<file path="config.mk">
export PLATFORM = sky130hd
export DESIGN_NAME = operand_fetch_unit
export DESIGN_NICKNAME = d
export VERILOG_FILES = /design/src/rtl/pipe_pkg.sv /design/src/rtl/regfile_2r1w.sv /design/src/rtl/operand_fetch_unit.sv
export SDC_FILE = /design/constraint.sdc
export NUM_CORES = 1
export LEC_CHECK = 0
export ABC_AREA = 1
export CAP_MARGIN = 0
export CORE_MARGIN = 5
export CORE_UTILIZATION = 55
export CTS_CLUSTER_SIZE = 30
export DETAILED_ROUTE_END_ITERATION = 10
export GPL_ROUTABILITY_DRIVEN = 0
export PLACE_DENSITY = 0.8
export SLEW_MARGIN = 20
export SYNTH_ARGS = -nofsm -noshare
export SYNTH_HDL_FRONTEND = slang
export SYNTH_SLANG_ARGS = --single-unit
</file>
<file path="constraint.sdc">
create_clock -name clk -period 2 [get_ports clk]
set_input_delay 0.4 -clock clk [delete_from_list [all_inputs] [get_ports clk]]
set_output_delay 0.4 -clock clk [all_outputs]
set_load 0.02 [all_outputs]
</file>
<file path="src/rtl/pipe_pkg.sv">
// ============================================================================
// Module      : pipe_pkg
// Description : Shared widths and typedefs for the operand fetch slice.
// Revision    : 1.0 - initial release
// ============================================================================
`default_nettype none

package pipe_pkg;

  localparam int DATA_W = 8;
  localparam int NREG   = 8;
  localparam int ADDR_W = 3;
  localparam int OP_W   = 4;

  typedef logic [DATA_W-1:0] data_t;
  typedef logic [ADDR_W-1:0] reg_addr_t;
  typedef logic [OP_W-1:0]   opcode_t;

endpackage

`default_nettype wire

</file>
<file path="src/rtl/regfile_2r1w.sv">
// ============================================================================
// Module      : regfile_2r1w
// Description : NREG x DATA_W register file, two async reads, one sync write,
//               cleared by synchronous reset.
// Revision    : 1.0 - initial release
// ============================================================================
`default_nettype none

module regfile_2r1w
  import pipe_pkg::*;
(
  input  logic              clk,
  input  logic              reset,
  input  logic              we,
  input  logic [ADDR_W-1:0] waddr,
  input  logic [DATA_W-1:0] wdata,
  input  logic [ADDR_W-1:0] raddr1,
  output logic [DATA_W-1:0] rdata1,
  input  logic [ADDR_W-1:0] raddr2,
  output logic [DATA_W-1:0] rdata2
);

  data_t r_mem [NREG];

  always_ff @(posedge clk) begin
    if (reset) begin
      for (int i = 0; i < NREG; i++) r_mem[i] <= '0;
    end else if (we) begin
      r_mem[waddr] <= wdata;
    end
  end

  assign rdata1 = r_mem[raddr1];
  assign rdata2 = r_mem[raddr2];

endmodule

`default_nettype wire

</file>
<file path="src/rtl/operand_fetch_unit.sv">
// ============================================================================
// Module      : operand_fetch_unit
// Description : Register read, write-back forwarding, pending-write
//               scoreboard and 1-deep execute register.
//               Optional bypass enabled by macro OFU_BYPASS_EN.
// Revision    : 1.0 - initial release
// ============================================================================
`default_nettype none

module operand_fetch_unit
  import pipe_pkg::*;
(
  input  logic              clk,
  input  logic              reset,
  input  logic              id_valid,
  output logic              id_ready,
  input  logic [OP_W-1:0]   id_op,
  input  logic [ADDR_W-1:0] id_rs1,
  input  logic [ADDR_W-1:0] id_rs2,
  input  logic [ADDR_W-1:0] id_rd,
  input  logic              id_rd_we,
  input  logic              wb_en,
  input  logic [ADDR_W-1:0] wb_addr,
  input  logic [DATA_W-1:0] ans_wb,
  output logic              ex_valid,
  input  logic              ex_ready,
  output logic [OP_W-1:0]   ex_op,
  output logic [DATA_W-1:0] ex_op_a,
  output logic [DATA_W-1:0] ex_op_b,
  output logic [ADDR_W-1:0] ex_rd,
  output logic              ex_rd_we,
  output logic [NREG-1:0]   busy_vec
);

  data_t           w_rdata1, w_rdata2, w_src1, w_src2;
  logic            w_fwd1, w_fwd2, w_wb_clr, w_hazard, w_issue;
  logic [NREG-1:0] r_busy, w_busy_nxt;

  logic            r_ex_valid, r_ex_rd_we;
  opcode_t         r_ex_op;
  data_t           r_ex_a, r_ex_b;
  reg_addr_t       r_ex_rd;

  regfile_2r1w u_regfile (
    .clk    (clk),
    .reset  (reset),
    .we     (wb_en),
    .waddr  (wb_addr),
    .wdata  (ans_wb),
    .raddr1 (id_rs1),
    .rdata1 (w_rdata1),
    .raddr2 (id_rs2),
    .rdata2 (w_rdata2)
  );

`ifdef OFU_BYPASS_EN
  assign w_fwd1 = wb_en && (wb_addr == id_rs1);
  assign w_fwd2 = wb_en && (wb_addr == id_rs2);
`else
  assign w_fwd1 = 1'b0;
  assign w_fwd2 = 1'b0;
`endif

  assign w_src1 = w_fwd1 ? ans_wb : w_rdata1;
  assign w_src2 = w_fwd2 ? ans_wb : w_rdata2;

  // A write-back landing on rd this cycle retires the older pending write (WAW).
  assign w_wb_clr = wb_en && (wb_addr == id_rd);
  assign w_hazard = (r_busy[id_rs1] && !w_fwd1) ||
                    (r_busy[id_rs2] && !w_fwd2) ||
                    (id_rd_we && r_busy[id_rd] && !w_wb_clr);
  assign id_ready = !w_hazard && (!r_ex_valid || ex_ready);
  assign w_issue  = id_valid && id_ready;

  // Set is applied after clear so a same-cycle set wins.
  always_comb begin
    w_busy_nxt = r_busy;
    if (wb_en)                w_busy_nxt[wb_addr] = 1'b0;
    if (w_issue && id_rd_we)  w_busy_nxt[id_rd]   = 1'b1;
  end

  always_ff @(posedge clk) begin
    if (reset) begin
      r_busy     <= '0;
      r_ex_valid <= 1'b0;
      r_ex_op    <= '0;
      r_ex_a     <= '0;
      r_ex_b     <= '0;
      r_ex_rd    <= '0;
      r_ex_rd_we <= 1'b0;
    end else begin
      r_busy <= w_busy_nxt;
      if (w_issue) begin
        r_ex_valid <= 1'b1;
        r_ex_op    <= id_op;
        r_ex_a     <= w_src1;
        r_ex_b     <= w_src2;
        r_ex_rd    <= id_rd;
        r_ex_rd_we <= id_rd_we;
      end else if (r_ex_valid && ex_ready) begin
        r_ex_valid <= 1'b0;
      end
    end
  end

  assign ex_valid = r_ex_valid;
  assign ex_op    = r_ex_op;
  assign ex_op_a  = r_ex_a;
  assign ex_op_b  = r_ex_b;
  assign ex_rd    = r_ex_rd;
  assign ex_rd_we = r_ex_rd_we;
  assign busy_vec = r_busy;

endmodule

`default_nettype wire

</file>
# == Yosys cells after proc, flatten, opt, wreduce, memory -nomap -nowiden ==
# Memories as Yosys holds them, arrays and structs flattened. A register that Yosys moved wholly into a read port is not among the register bits.
# Cells that the tools add are included.
# word_totals
regBits,17
ram_bits,64
output_inout_bits,34
elab_cells,55
mem_count,1
# classes
order_cmp,6
eq_ne,1
n_mux,22
n_bitwise,3
n_reduce_logical,17
# memory_table
name,words,width,read_ports,rd_ports_with_merged_regs,wr,line,rtl
u_regfile.r_mem,8,8,2,2,8,regfile_2r1w.sv:23,data_t r_mem [NREG];
# ops
op,n
$mux 8,3
$lt 3x4->1 const B,4
$mux 1,13
$bmux 1 s3,3
$logic_and 1x1->1,9
$and 8x8->8,1
$not 8->8,1
$or 8x8->8,1
$reduce_or 8->1,1
$demux 1 s3,2
$ge 3x1->1 const B,2
$eq 3x3->1,1
$logic_not 1->1,3
$logic_or 1x1->1,3
$mux 3,1
$reduce_bool 2->1,1

# == Longest topological paths before layout ==
# Gate-level depths: netlist of the first run.
# depth
word_depth,10
ltp_mapped,13

# == By module ==
# From an unflattened synthesis of the first run, not the netlist that was laid out.
# hier_totals
hier_cells,774
area_unflattened_um2,5564.1
# by_module_without_submodules
module,n_inst,cells_each,area_each_um2,seq_area_each_um2
regfile_2r1w,1,528,3888.7,1921.8
operand_fetch_unit,1,246,1675.4,660.6

# == Least setup slack after synthesis of the first run ==
# Ideal clock, no wire load.
# synth_path
kind,input -> output
from,in id_rs2[1]
to,out id_ready
arrival_time_ps,1361
required_ps,1600
slack_ps,239
path_stages,9
cell_sequence,buf_2 inv_2 nand3_1 nand3_1 nand2_1 nor2_1 nand2_2 nor2_8 buf_6
# synth_between
elab_chain_cells,6
# synth_rtl
item,line,rtl
"start, declared",operand_fetch_unit.sv:19,"input logic [ADDR_W-1:0] id_rs2,"
$bmux 1 s3,operand_fetch_unit.sv:70,(r_busy[id_rs2] && !w_fwd2) ||
$mux 1 (not written as such),operand_fetch_unit.sv:70,
$logic_or 1x1->1,operand_fetch_unit.sv:69,assign w_hazard = (r_busy[id_rs1] && !w_fwd1) ||
$logic_or 1x1->1,operand_fetch_unit.sv:70,
$logic_not 1->1,operand_fetch_unit.sv:72,assign id_ready = !w_hazard && (!r_ex_valid || ex_ready);
$logic_and 1x1->1,operand_fetch_unit.sv:72,
"end, declared",operand_fetch_unit.sv:16,"output logic id_ready,"
# No other way between the ends. The select of a mux whose other input is x is not followed.

# == Worst setup path after layout of the first run ==
# layout_path
from,"reg r_busy[0], in the netlist busy_vec[0]"
to,out id_ready
# layout_between
elab_chain_cells,7
word_cells_on_any_way,12
# layout_rtl
item,line,rtl
"start, declared",operand_fetch_unit.sv:37,"logic [NREG-1:0] r_busy, w_busy_nxt;"
"start signal, assigned",operand_fetch_unit.sv:92,r_busy <= w_busy_nxt;
$bmux 1 s3,operand_fetch_unit.sv:71,(id_rd_we && r_busy[id_rd] && !w_wb_clr);
$mux 1 (not written as such),operand_fetch_unit.sv:71,
$logic_and 1x1->1 (2 in series),operand_fetch_unit.sv:71,
$logic_or 1x1->1 (*),operand_fetch_unit.sv:70,
$logic_not 1->1 (*),operand_fetch_unit.sv:72,
$logic_and 1x1->1 (*),operand_fetch_unit.sv:72,
# Every way passes the cells marked *; elsewhere a longest branch is shown, timed or not. The select of a mux whose other input is x is not followed.

==> impl_metrics.sql, run 1 <==
INSERT INTO impl_metrics (metric_group, metric, value, unit) VALUES
('grt', 'groute.usage.overall', '26.4', '%'),
('clock_tree', 'clk_path_buf_depth', '2', ''),
('flow_run', 'number_of_maximum_capacitance_constraint_violations', '0', ''),
('clock_tree', 'clockRootBuffer', 'clkbuf_8', ''),
('finish', 'final_cell_count_no_fill', '851', ''),
('sta', 'timing.final.crit_share', '97.2', '%'),
('route', 'initialDrtViolationCount', '697', ''),
('critical_path', 'crit_path_max_fanout', '3', ''),
('logic_synthesis', 'synth_top_flop_cell', 'edfxtp_1', ''),
('logic_synthesis', 'synth_area_leaders', 'edfxtp_1, dfxtp_1, nand2_1', ''),
('route', 'drtPass1Iterations', '6', ''),
('logic_synthesis', 'syn-num-nets', '676', ''),
('route', 'vias', '4968', ''),
('placement', 'buffer_ports.inserted', '63', ''),
('logic_synthesis', 'syn-mean-instance-area', '7.83', 'um^2'),
('logic_synthesis', 'count_of_mapped_cells_out_of_synthesis', '646', ''),
('clock_tree', 'worst_skew_pair.late_latency', '370', 'ps'),
('floorplanning', 'initial_core_util', '55.6', '%'),
('grt', 'first_global_vias', '4580', ''),
('route', 'antenna_left', '0', ''),
('sta', 'finClkSkew', '11.7', 'ps'),
('placement', 'hpwl', '10.6', 'mm'),
('floorplanning', 'die_height', '106', 'um'),
('sta', 'final-hold-violation-count', '0', ''),
('logic_synthesis', 'asyncSetResetFlopFracSynth', '0', '%'),
('floorplanning', 'floorplan.die.width', '106', 'um'),
('floorplanning', 'coreArea', '9110', 'um^2'),
('critical_path', 'crit_chain', 'inv_1 -> o21ai_1 -> nand2_1 -> nand2_1 -> nand2_2 -> a21oi_4 -> nor2_8 -> buf_4', ''),
('critical_path', 'worst_r2r_path_depth', '10', ''),
('grt', 'grt_first_pass_wirelength', '23.1', 'mm'),
('outcome', 'outcome', 'finished clean', ''),
('grt', 'initial_antenna_violation_count', '0', ''),
('critical_path', 'reg2reg_from', 'busy_vec[3]', ''),
('clock_tree', 'cts_buffers', '9', ''),
('critical_path', 'crit_path_end_kind', 'primary output', ''),
('sta', 'maxSlewHeadroom', '72.8', '%'),
('pwr', 'design_power_total', '4400', 'uW'),
('sta', 'final.min_clock_period', '1940', 'ps'),
('logic_synthesis', 'number_of_synthesized_flops_with_an_enable_pin', '64', ''),
('logic_synthesis', 'synth-warning-count', '0', ''),
('critical_path', 'path_class', 'reg -> out', ''),
('critical_path', 'path_common_cell', 'nand2_1', ''),
('worst_hold_path', 'worstHoldEndpoint', 'ex_op_a[3]', ''),
('finish', 'flow.area_growth_from_synthesis', '24.3', '%'),
('worst_hold_path', 'hp-class', 'reg -> reg', ''),
('floorplanning', 'row_count', '35', ''),
('critical_path', 'cp_data_arrival_time', '1540', 'ps'),
('clock_tree', 'clock_tree_from_tritoncts', 'yes', ''),
('floorplanning', 'design.die.area', '11200', 'um^2'),
('worst_hold_path', 'min_path_cells', '2', ''),
('grt', 'grt_total_ovfl', '0', ''),
('route', 'avgRoutedWirePerCell', '17.2', 'um'),
('logic_synthesis', 'syn_std_cell_area', '5060', 'um^2'),
('finish', 'antennaDiodeCount', '0', ''),
('critical_path', 'slowest_cell_on_the_critical_path', 'dfxtp_2', ''),
('clock_tree', 'cts.sink_count', '97', ''),
('logic_synthesis', 'yosys.area.top_type_share', '38.0', '%'),
('pwr', 'ir_worst_vdd', '0.424', 'mV'),
('pwr', 'power.static_leakage', '0.00258', 'uW'),
('critical_path', 'slack_of_the_worst_reg_to_reg_path', '140', 'ps'),
('route', 'wirelength', '14.6', 'mm'),
('critical_path', 'timing.critical_path.max_delay_family', 'flip-flops', ''),
('worst_hold_path', 'hold_start', 'ex_op_a[3]', ''),
('logic_synthesis', 'post_synthesis_sequential_area_ratio', '51.0', '%'),
('logic_synthesis', 'yosysUniqueCellTypes', '24', ''),
('clock_tree', 'cts_max_level', '3', ''),
('logic_synthesis', 'synth_area_leader_cell', 'edfxtp_1', ''),
('finish', 'fillerInstances', '734', ''),
('route', 'remaining_drc_errors', '0', ''),
('placement', 'place_inst', '834', ''),
('critical_path', 'timing.critical_path.buf_inv', '2', '');
[how the worst max path moves through the flow]
stage	endpoint	from	slack [ps]	cells after the start
6_report	id_ready	busy_vec[0]	60	8
5_1_grt	id_ready	id_rs1[0]	-10	9
4_1_cts	id_ready	id_rd[0]	0.8	9
3_5_place_dp	id_ready	id_rd[0]	-650	10
3_3_place_gp	id_ready	id_rs2[0]	-600	10
2_1_floorplan	id_ready	id_rs2[1]	240	9
[per-stage QoR]
step | area (um^2) | utilization (%) | setup slack (ps) | TNS, ps
2_1_floorplan | 5060 | - | 239 | 0
3_3_place_gp | 6070 | 66.7 | -602 | -13770
3_5_place_dp | 6070 | 66.7 | -646 | -17430
4_1_cts | 6260 | 68.7 | 0.806 | 0
5_1_grt | 6290 | 69.0 | -9.61 | -9.61
6_report | 6290 | 69.0 | 55.7 | 0
[kinds of logic (layout without fill, tap and decap cells)]
logic type	Yosys count	in the layout	share of synthesized area, %
DFF	97	97	51.0
and+or+nand+nor	302	302	24.6
buffers and inverters	99	193	8.65
AOI/OAI and AO/OA	148	148	15.7
[sequential cells by signal (all words and copies together), names as in the netlist]
signal           count
ex_op_b              8
ex_valid             1
ex_rd_we             1
busy_vec             8
ex_op                4
ex_op_a              8
ex_rd                3
u_regfile.r_mem     64
[per-layer routing]
layer	up-vias	wire length, um	track usage, %
li1	2341	-	-
met1	2274	5730	34.8
met2	308	6860	42.5
met3	45	1580	6.80
met4	0	433	8.79
met5	-	0	0
[repair_timing]
action                     CTS  global route
pin swaps                    2             1
gates resized for setup     25            17
buffers inserted             0             1
setup endpoints to repair   33            18
cloned                       0             0
[report_power, final]
| group | switching [uW] | internal (uW) | total, uW |
|---|---|---|---|
| Combinational | 504 | 321 | 825 |
| Clock | 687 | 576 | 1260 |
| Sequential | 59.1 | 2250 | 2310 |
[area by class of cell]
type                       instances  area [um^2]  area share (%)
sequential                        97         2600            41.3
timing repair buffer             115         1070            17.1
clock inverter                     7         67.6            1.07
inverter                          62          235            3.74
clock buffer                       9          124            1.97
multi-input combinational        450         2050            32.6
tap                              111          139            2.21
[worst register-to-register path: cells and delay by family (launching register included)]
kind | cells | cell delay, ps
AO/OA/AOI/OAI | 1 | 220
buffers and inverters | 1 | 280
flip-flops | 1 | 360
AND/OR/NAND/NOR | 8 | 920
[synth_stat cells (2+ instances only)]
library cell	count
nor2_1	104
o22ai_1	19
a211oi_1	8
inv_1	55
inv_2	6
nand4_1	8
nand2_1	139
buf_2	8
nand3_1	46
o21ai_0	93
edfxtp_1	64
a21oi_1	27
clkbuf_1	20
buf_4	2
dfxtp_1	33
buf_6	6
[cell usage in the layout, fill, tap and decap left out, types with 3 or more instances in the layout]
master           Yosys  routed
a211oi_1             8       8
a21oi_1             27      27
buf_12               0       5
buf_4                2      46
clkbuf_8             0       9
clkdlybuf4s50_1      0      50
dfxtp_1             33      25
dfxtp_2              0       5
dfxtp_4              0       3
dlygate4sd2_1        0       7
edfxtp_1            64      64
inv_1               55      52
inv_2                6       9
nand2_1            139     136
nand2_2              1       4
nand3_1             46      46
nand4_1              8       8
nor2_1             104     104
o21ai_0             93      92
o22ai_1             19      19
Note: power is estimated with default switching activity, not from simulation.
==> run 2, diff against run 1 <==
CORE_UTILIZATION = 45   (was 55)
PLACE_DENSITY = 0.68   (was 0.8)
==> impl_metrics.sql, run 2 (same netlist as run 1, synthesis figures left out) <==
INSERT INTO impl_metrics (metric_group, metric, value, unit) VALUES
('outcome', 'outcome', 'finished clean', ''),
('critical_path', 'crit_path_start_kind', 'register', ''),
('sta', 'maxSlewViolCount', '0', ''),
('grt', 'initial_antenna_violation_count', '0', ''),
('sta', 'finClkSkew', '11.0', 'ps'),
('clock_tree', 'cts_max_level', '3', ''),
('route', 'avgRoutedWirePerCell', '16.8', 'um'),
('grt', 'first_global_vias', '4502', ''),
('pwr', 'power_density', '750', 'nW/um^2'),
('sta', 'timing.final.crit_share', '97.8', '%'),
('grt', 'groute.usage.overall', '22.6', '%'),
('clock_tree', 'clk_path_buf_depth', '2', ''),
('sta', 'maxSlewHeadroom', '73.1', '%'),
('route', 'remaining_drc_errors', '0', ''),
('finish', 'num-nets-final', '770', ''),
('finish', 'finalCoreUtilization', '59.4', '%'),
('route', 'initialDrtViolationCount', '760', ''),
('grt', 'grt_start_max_net_pins', '33', ''),
('floorplanning', 'row_count', '38', ''),
('critical_path', 'path_class', 'reg -> out', ''),
('critical_path', 'crit_path_max_fanout', '4', ''),
('sta', 'max_clock_freq', '511', 'MHz'),
('critical_path', 'crit_path_end_kind', 'primary output', ''),
('clock_tree', 'worst_skew_pair.late_latency', '350', 'ps'),
('finish', 'flow.area_growth_from_synthesis', '28.3', '%'),
('placement', 'buffer_ports.inserted', '63', ''),
('finish', 'final_cell_mix', 'nand2_1, nor2_1, o21ai_0', ''),
('pwr', 'ir_worst_vdd', '0.466', 'mV'),
('finish', 'antennaDiodeCount', '0', ''),
('route', 'drt-vias-per-instance', '5.53', ''),
('pwr', 'power.static_leakage', '0.00265', 'uW'),
('floorplanning', 'floorplan.die.width', '116', 'um'),
('grt', 'grt_first_pass_wirelength', '23.3', 'mm'),
('placement', 'hpwl', '10.7', 'mm'),
('sta', 'final.min_clock_period', '1960', 'ps'),
('clock_tree', 'number_of_buffers_inserted_by_hold_repair_at_cts', '0', ''),
('floorplanning', 'initial_core_util', '46.3', '%'),
('clock_tree', 'cts.sink_count', '97', ''),
('sta', 'setup-violations-final', '0', ''),
('floorplanning', 'design.die.area', '13500', 'um^2'),
('clock_tree', 'clock_tree_from_tritoncts', 'yes', ''),
('clock_tree', 'clk_transition_reported_paths', '70', 'ps'),
('route', 'vias', '4897', ''),
('finish', 'layout.cells.most_common', 'nand2_1', ''),
('pwr', 'design_power_total', '4870', 'uW'),
('critical_path', 'critical_path_required', '1600', 'ps'),
('sta', 'worst-slew-pin-transition', '400', 'ps'),
('clock_tree', 'cts_buffers', '9', ''),
('route', 'wirelength', '14.8', 'mm'),
('grt', 'grt_total_ovfl', '0', ''),
('finish', 'post_route_cells_drive_above_1_share', '12.9', '%'),
('route', 'antenna_left', '0', ''),
('floorplanning', 'die_height', '116', 'um'),
('sta', 'final-hold-violation-count', '0', ''),
('finish', 'largest-register', 'u_regfile.r_mem', ''),
('finish', 'largest_reg_flops', '64', ''),
('clock_tree', 'clockRootBuffer', 'clkbuf_16', ''),
('flow_run', 'number_of_maximum_capacitance_constraint_violations', '0', ''),
('floorplanning', 'coreArea', '10900', 'um^2'),
('worst_hold_path', 'hp-class', 'reg -> reg', ''),
('floorplanning', 'boundary_pins', '64', ''),
('route', 'drtPass1Iterations', '6', ''),
('critical_path', 'cp_data_arrival_time', '1560', 'ps');
## run 2: cell count changes in the layout (fill, tap and decap cells not counted), moves of 3 or more
| cell | change |
|---|---|
| clkbuf_16 | +9 |
| clkbuf_8 | -9 |
| dfxtp_1 | +5 |
| inv_8 | +4 |
| dfxtp_4 | -3 |
## run 2: worst paths after layout
check | end | cells past startpoint | slack (ps) | startpoint
setup / recovery | busy_vec[5] | 2 | 40 | busy_vec[5]
hold / removal | ex_op_b[2] | 2 | 460 | ex_op_b[2]
hold reg to reg | ex_op_b[2] | 2 | 460 | ex_op_b[2]
setup reg to reg | busy_vec[7] | 10 | 310 | busy_vec[2]
## run 2: what timing repair did
item / CTS / global route
gates cloned: 1 / 0
gates resized for setup: 18 / 16
endpoints found under the setup margin: 33 / 31
pin swaps: 1 / 3
setup buffers: 1 / 0
## run 2: layout make-up
type / count / area (um^2)
tap: 140 / 175
timing repair buffer: 120 / 1140
inverter: 62 / 235
clock buffer: 9 / 225
fill: 992 / 4440
multi-input combinational: 450 / 2060
sequential: 97 / 2590
clock inverter: 7 / 67.6
## run 2: worst max-delay path: stages (launching register included)
cell and delay (ps):
dfxtp_1 450, buf_4 160, clkdlybuf4s50_1 600
## run 2: metal layers
metal	track usage [%]	up-vias	routed length (um)
met3	4.75	21	1600
met4	6.34	0	191
met1	32.2	2276	6200
li1	-	2353	-
met5	0	-	0
met2	35.2	247	6850
## run 2: report_power, final
part	internal (uW)	leakage (uW)	switching, uW
Combinational	337	0.00162	509
Sequential	2260	0.000884	58.6
Clock	884	0.000148	827
## run 2: metrics by stage
step / hold WS (ps) / cells / setup TNS, ps / setup WS [ps] / instance area [um^2]
3_3_place_gp: 447 / 867 / -13410 / -605 / 6160
4_1_cts: 465 / 885 / 0 / 5.59 / 6460
3_5_place_dp: 456 / 867 / -16290 / -653 / 6160
5_1_grt: 484 / 885 / -13.3 / -13.3 / 6490
6_report: 463 / 885 / 0 / 43.4 / 6490
2_1_floorplan: 536 / 646 / 0 / 239 / 5060
==> run 3, diff against run 2 <==
--- a/config.mk
+++ b/config.mk
@@ -10,5 +10,5 @@
 export CORE_MARGIN = 5
 export CORE_UTILIZATION = 45
-export CTS_CLUSTER_SIZE = 30
+export CTS_CLUSTER_SIZE = 40
 export DETAILED_ROUTE_END_ITERATION = 10
 export GPL_ROUTABILITY_DRIVEN = 0
==> constraint.sdc (replaced) <==
create_clock -name clk -period 2.12 [get_ports clk]
set_input_delay 0.318 -clock clk [delete_from_list [all_inputs] [get_ports clk]]
set_output_delay 0.318 -clock clk [all_outputs]
set_load 0.02 [all_outputs]
==> impl_metrics.sql, run 3 (same netlist as run 1, synthesis figures left out) <==
INSERT INTO impl_metrics (metric_group, metric, value, unit) VALUES
('floorplanning', 'die_height', '116', 'um'),
('sta', 'final-hold-violation-count', '0', ''),
('pwr', 'power.static_leakage', '0.00257', 'uW'),
('route', 'drtPass1Iterations', '6', ''),
('route', 'vias', '4869', ''),
('flow_run', 'number_of_maximum_capacitance_constraint_violations', '0', ''),
('finish', 'largest_reg_flops', '64', ''),
('pwr', 'power_density', '722', 'nW/um^2'),
('finish', 'fillerInstances', '987', ''),
('worst_hold_path', 'hold_start', 'ex_rd[0]', ''),
('clock_tree', 'clk_path_buf_depth', '2', ''),
('clock_tree', 'cts_buffers', '9', ''),
('worst_hold_path', 'hp-class', 'reg -> reg', ''),
('clock_tree', 'clk_transition_reported_paths', '60', 'ps'),
('route', 'drt-vias-per-instance', '5.56', ''),
('critical_path', 'critical_path_required', '1800', 'ps'),
('pwr', 'switching_share', '27.0', '%'),
('floorplanning', 'boundary_pins', '64', ''),
('route', 'avgRoutedWirePerCell', '17.1', 'um'),
('finish', 'num-nets-final', '760', ''),
('clock_tree', 'clockRootBuffer', 'clkbuf_16', ''),
('grt', 'grt_first_pass_wirelength', '23.9', 'mm'),
('pwr', 'power_frac_comb', '16.8', '%'),
('floorplanning', 'initial_core_util', '46.3', '%'),
('critical_path', 'crit_path_max_fanout', '4', ''),
('sta', 'max_clock_freq', '498', 'MHz'),
('sta', 'final.min_clock_period', '2010', 'ps'),
('critical_path', 'reg2reg_from', 'busy_vec[0]', ''),
('grt', 'grt_total_ovfl', '0', ''),
('critical_path', 'slowest_delay', '530', 'ps'),
('critical_path', 'crit_path_end_kind', 'primary output', ''),
('floorplanning', 'row_count', '38', ''),
('finish', 'multiInputGateArea', '2060', 'um^2'),
('sta', 'rsz0062_at_grt', 'no', ''),
('grt', 'groute.usage.overall', '23.3', '%'),
('pwr', 'intPower', '3340', 'uW'),
('sta', 'maxSlewViolCount', '0', ''),
('critical_path', 'timing.critical_path.max_delay_family', 'buffers and inverters', ''),
('floorplanning', 'coreArea', '10900', 'um^2'),
('placement', 'buffer_ports.inserted', '63', ''),
('grt', 'initial_antenna_violation_count', '0', ''),
('sta', 'setup-violations-final', '0', ''),
('floorplanning', 'floorplan.die.width', '116', 'um'),
('critical_path', 'path_common_cell', 'nand2_1', ''),
('grt', 'grt_start_max_net_pins', '33', ''),
('route', 'remaining_drc_errors', '0', ''),
('clock_tree', 'clock_tree_from_tritoncts', 'yes', ''),
('pwr', 'ir_worst_vdd', '0.512', 'mV'),
('finish', 'post_route_cells_drive_above_1_share', '10.2', '%'),
('sta', 'finClkSkew', '9.82', 'ps'),
('outcome', 'outcome', 'finished clean', ''),
('critical_path', 'crit_path_start_kind', 'input pin', ''),
('critical_path', 'slowest_cell_on_the_critical_path', 'clkdlybuf4s50_1', ''),
('clock_tree', 'cts.sink_count', '97', ''),
('pwr', 'p_clk_share', '35.5', '%'),
('sta', 'timing.hold.ws', '461', 'ps'),
('finish', 'largest-register', 'u_regfile.r_mem', ''),
('pwr', 'power.share.sequential', '47.7', '%'),
('critical_path', 'timing.critical_path.buf_inv', '3', ''),
('critical_path', 'cp_data_arrival_time', '1690', 'ps'),
('route', 'wirelength', '14.9', 'mm'),
('finish', 'final_cell_mix', 'nand2_1, nor2_1, o21ai_0', ''),
('clock_tree', 'cts_max_level', '3', ''),
('finish', 'seq_area', '2580', 'um^2'),
('pwr', 'switchingPower', '1240', 'uW'),
('placement', 'dpl_cell_area', '6030', 'um^2'),
('critical_path', 'crit_start', 'id_rd[1]', ''),
('sta', 'timing.final.crit_share', '94.7', '%'),
('finish', 'layout.cells.most_common', 'nand2_1', ''),
('sta', 'worst-slew-pin-transition', '601', 'ps'),
('finish', 'antennaDiodeCount', '0', ''),
('clock_tree', 'number_of_buffers_inserted_by_hold_repair_at_cts', '0', ''),
('critical_path', 'path_class', 'in -> out', ''),
('floorplanning', 'design.die.area', '13500', 'um^2'),
('placement', 'hpwl', '10.9', 'mm'),
('finish', 'finalCoreUtilization', '58.0', '%'),
('finish', 'flow.area_growth_from_synthesis', '25.4', '%'),
('route', 'antenna_left', '0', ''),
('sta', 'maxSlewHeadroom', '59.8', '%'),
('clock_tree', 'worst_skew_pair.late_latency', '350', 'ps'),
('finish', 'final_cell_area', '6340', 'um^2'),
('critical_path', 'crit_chain', 'clkdlybuf4s50_1 -> buf_4 -> nand2_1 -> nand2_1 -> nor2_1 -> nand2_1 -> nand2_1 -> a21oi_4 -> nor2_8 -> buf_2', ''),
('route', 'initialDrtViolationCount', '779', ''),
('grt', 'first_global_vias', '4586', '');
-- run 3: path summary, 6_finish.rpt --
| check | endpoint | slack, ps | cells after the start |
|---|---|---|---|
| setup reg to reg | ex_op_b[3] | 330 | 11 |
| setup / recovery | id_ready | 110 | 10 |
| hold / removal | ex_rd[0] | 460 | 2 |
| hold reg to reg | ex_rd[0] | 460 | 2 |
-- run 3: power by group through the flow --
stage / combinational [uW] / sequential (uW) / clock [uW]
floorplan: 407 / 2250 / 0
CTS: 756 / 2180 / 1640
finish: 770 / 2180 / 1630
global placement: 741 / 2220 / 0
detailed placement: 756 / 2220 / 0
global route: 844 / 2200 / 1740
-- run 3: repair_timing --
item                       in CTS  in global routing
setup endpoints to repair       1                 31
pin swaps                       1                  1
gates resized for setup         5                  6
buffers inserted                0                  0
-- run 3: stage by stage --
stage	instances	TNS, ps	power (uW)	worst slack, ps
3_3_place_gp	859	-6240	2960	-319
3_5_place_dp	859	-7770	2980	-364
5_1_grt	875	0	4780	13.7
4_1_cts	875	0	4580	56.5
2_1_floorplan	646	0	2660	523
6_report	875	0	4580	112
-- run 3: area by class of cell --
class                           instances  area share (%)
Tap cell                              140            2.76
Clock buffer                           10            3.61
Sequential cell                        97            40.7
Clock inverter                          6            1.06
Timing Repair Buffer                  110            15.7
Multi-Input combinational cell        450            32.4
Inverter                               62            3.71
-- run 3: metal layers --
layer	wire length, um	track usage [%]
met2	6960	37.6
met5	0	0
met1	6140	31.4
met3	1540	5.01
met4	295	7.73
-- run 3: worst register-to-register path, cell delays in order (launching register included) --
cell and delay (ps):
dfxtp_1 370, inv_1 90, o21ai_0 150, nand2_1 70, nand2_1 60, nand2_1 80, a21oi_4 200, nor2_8 60
buf_4 230, nand2_8 180, nand2_1 90, a21oi_1 130
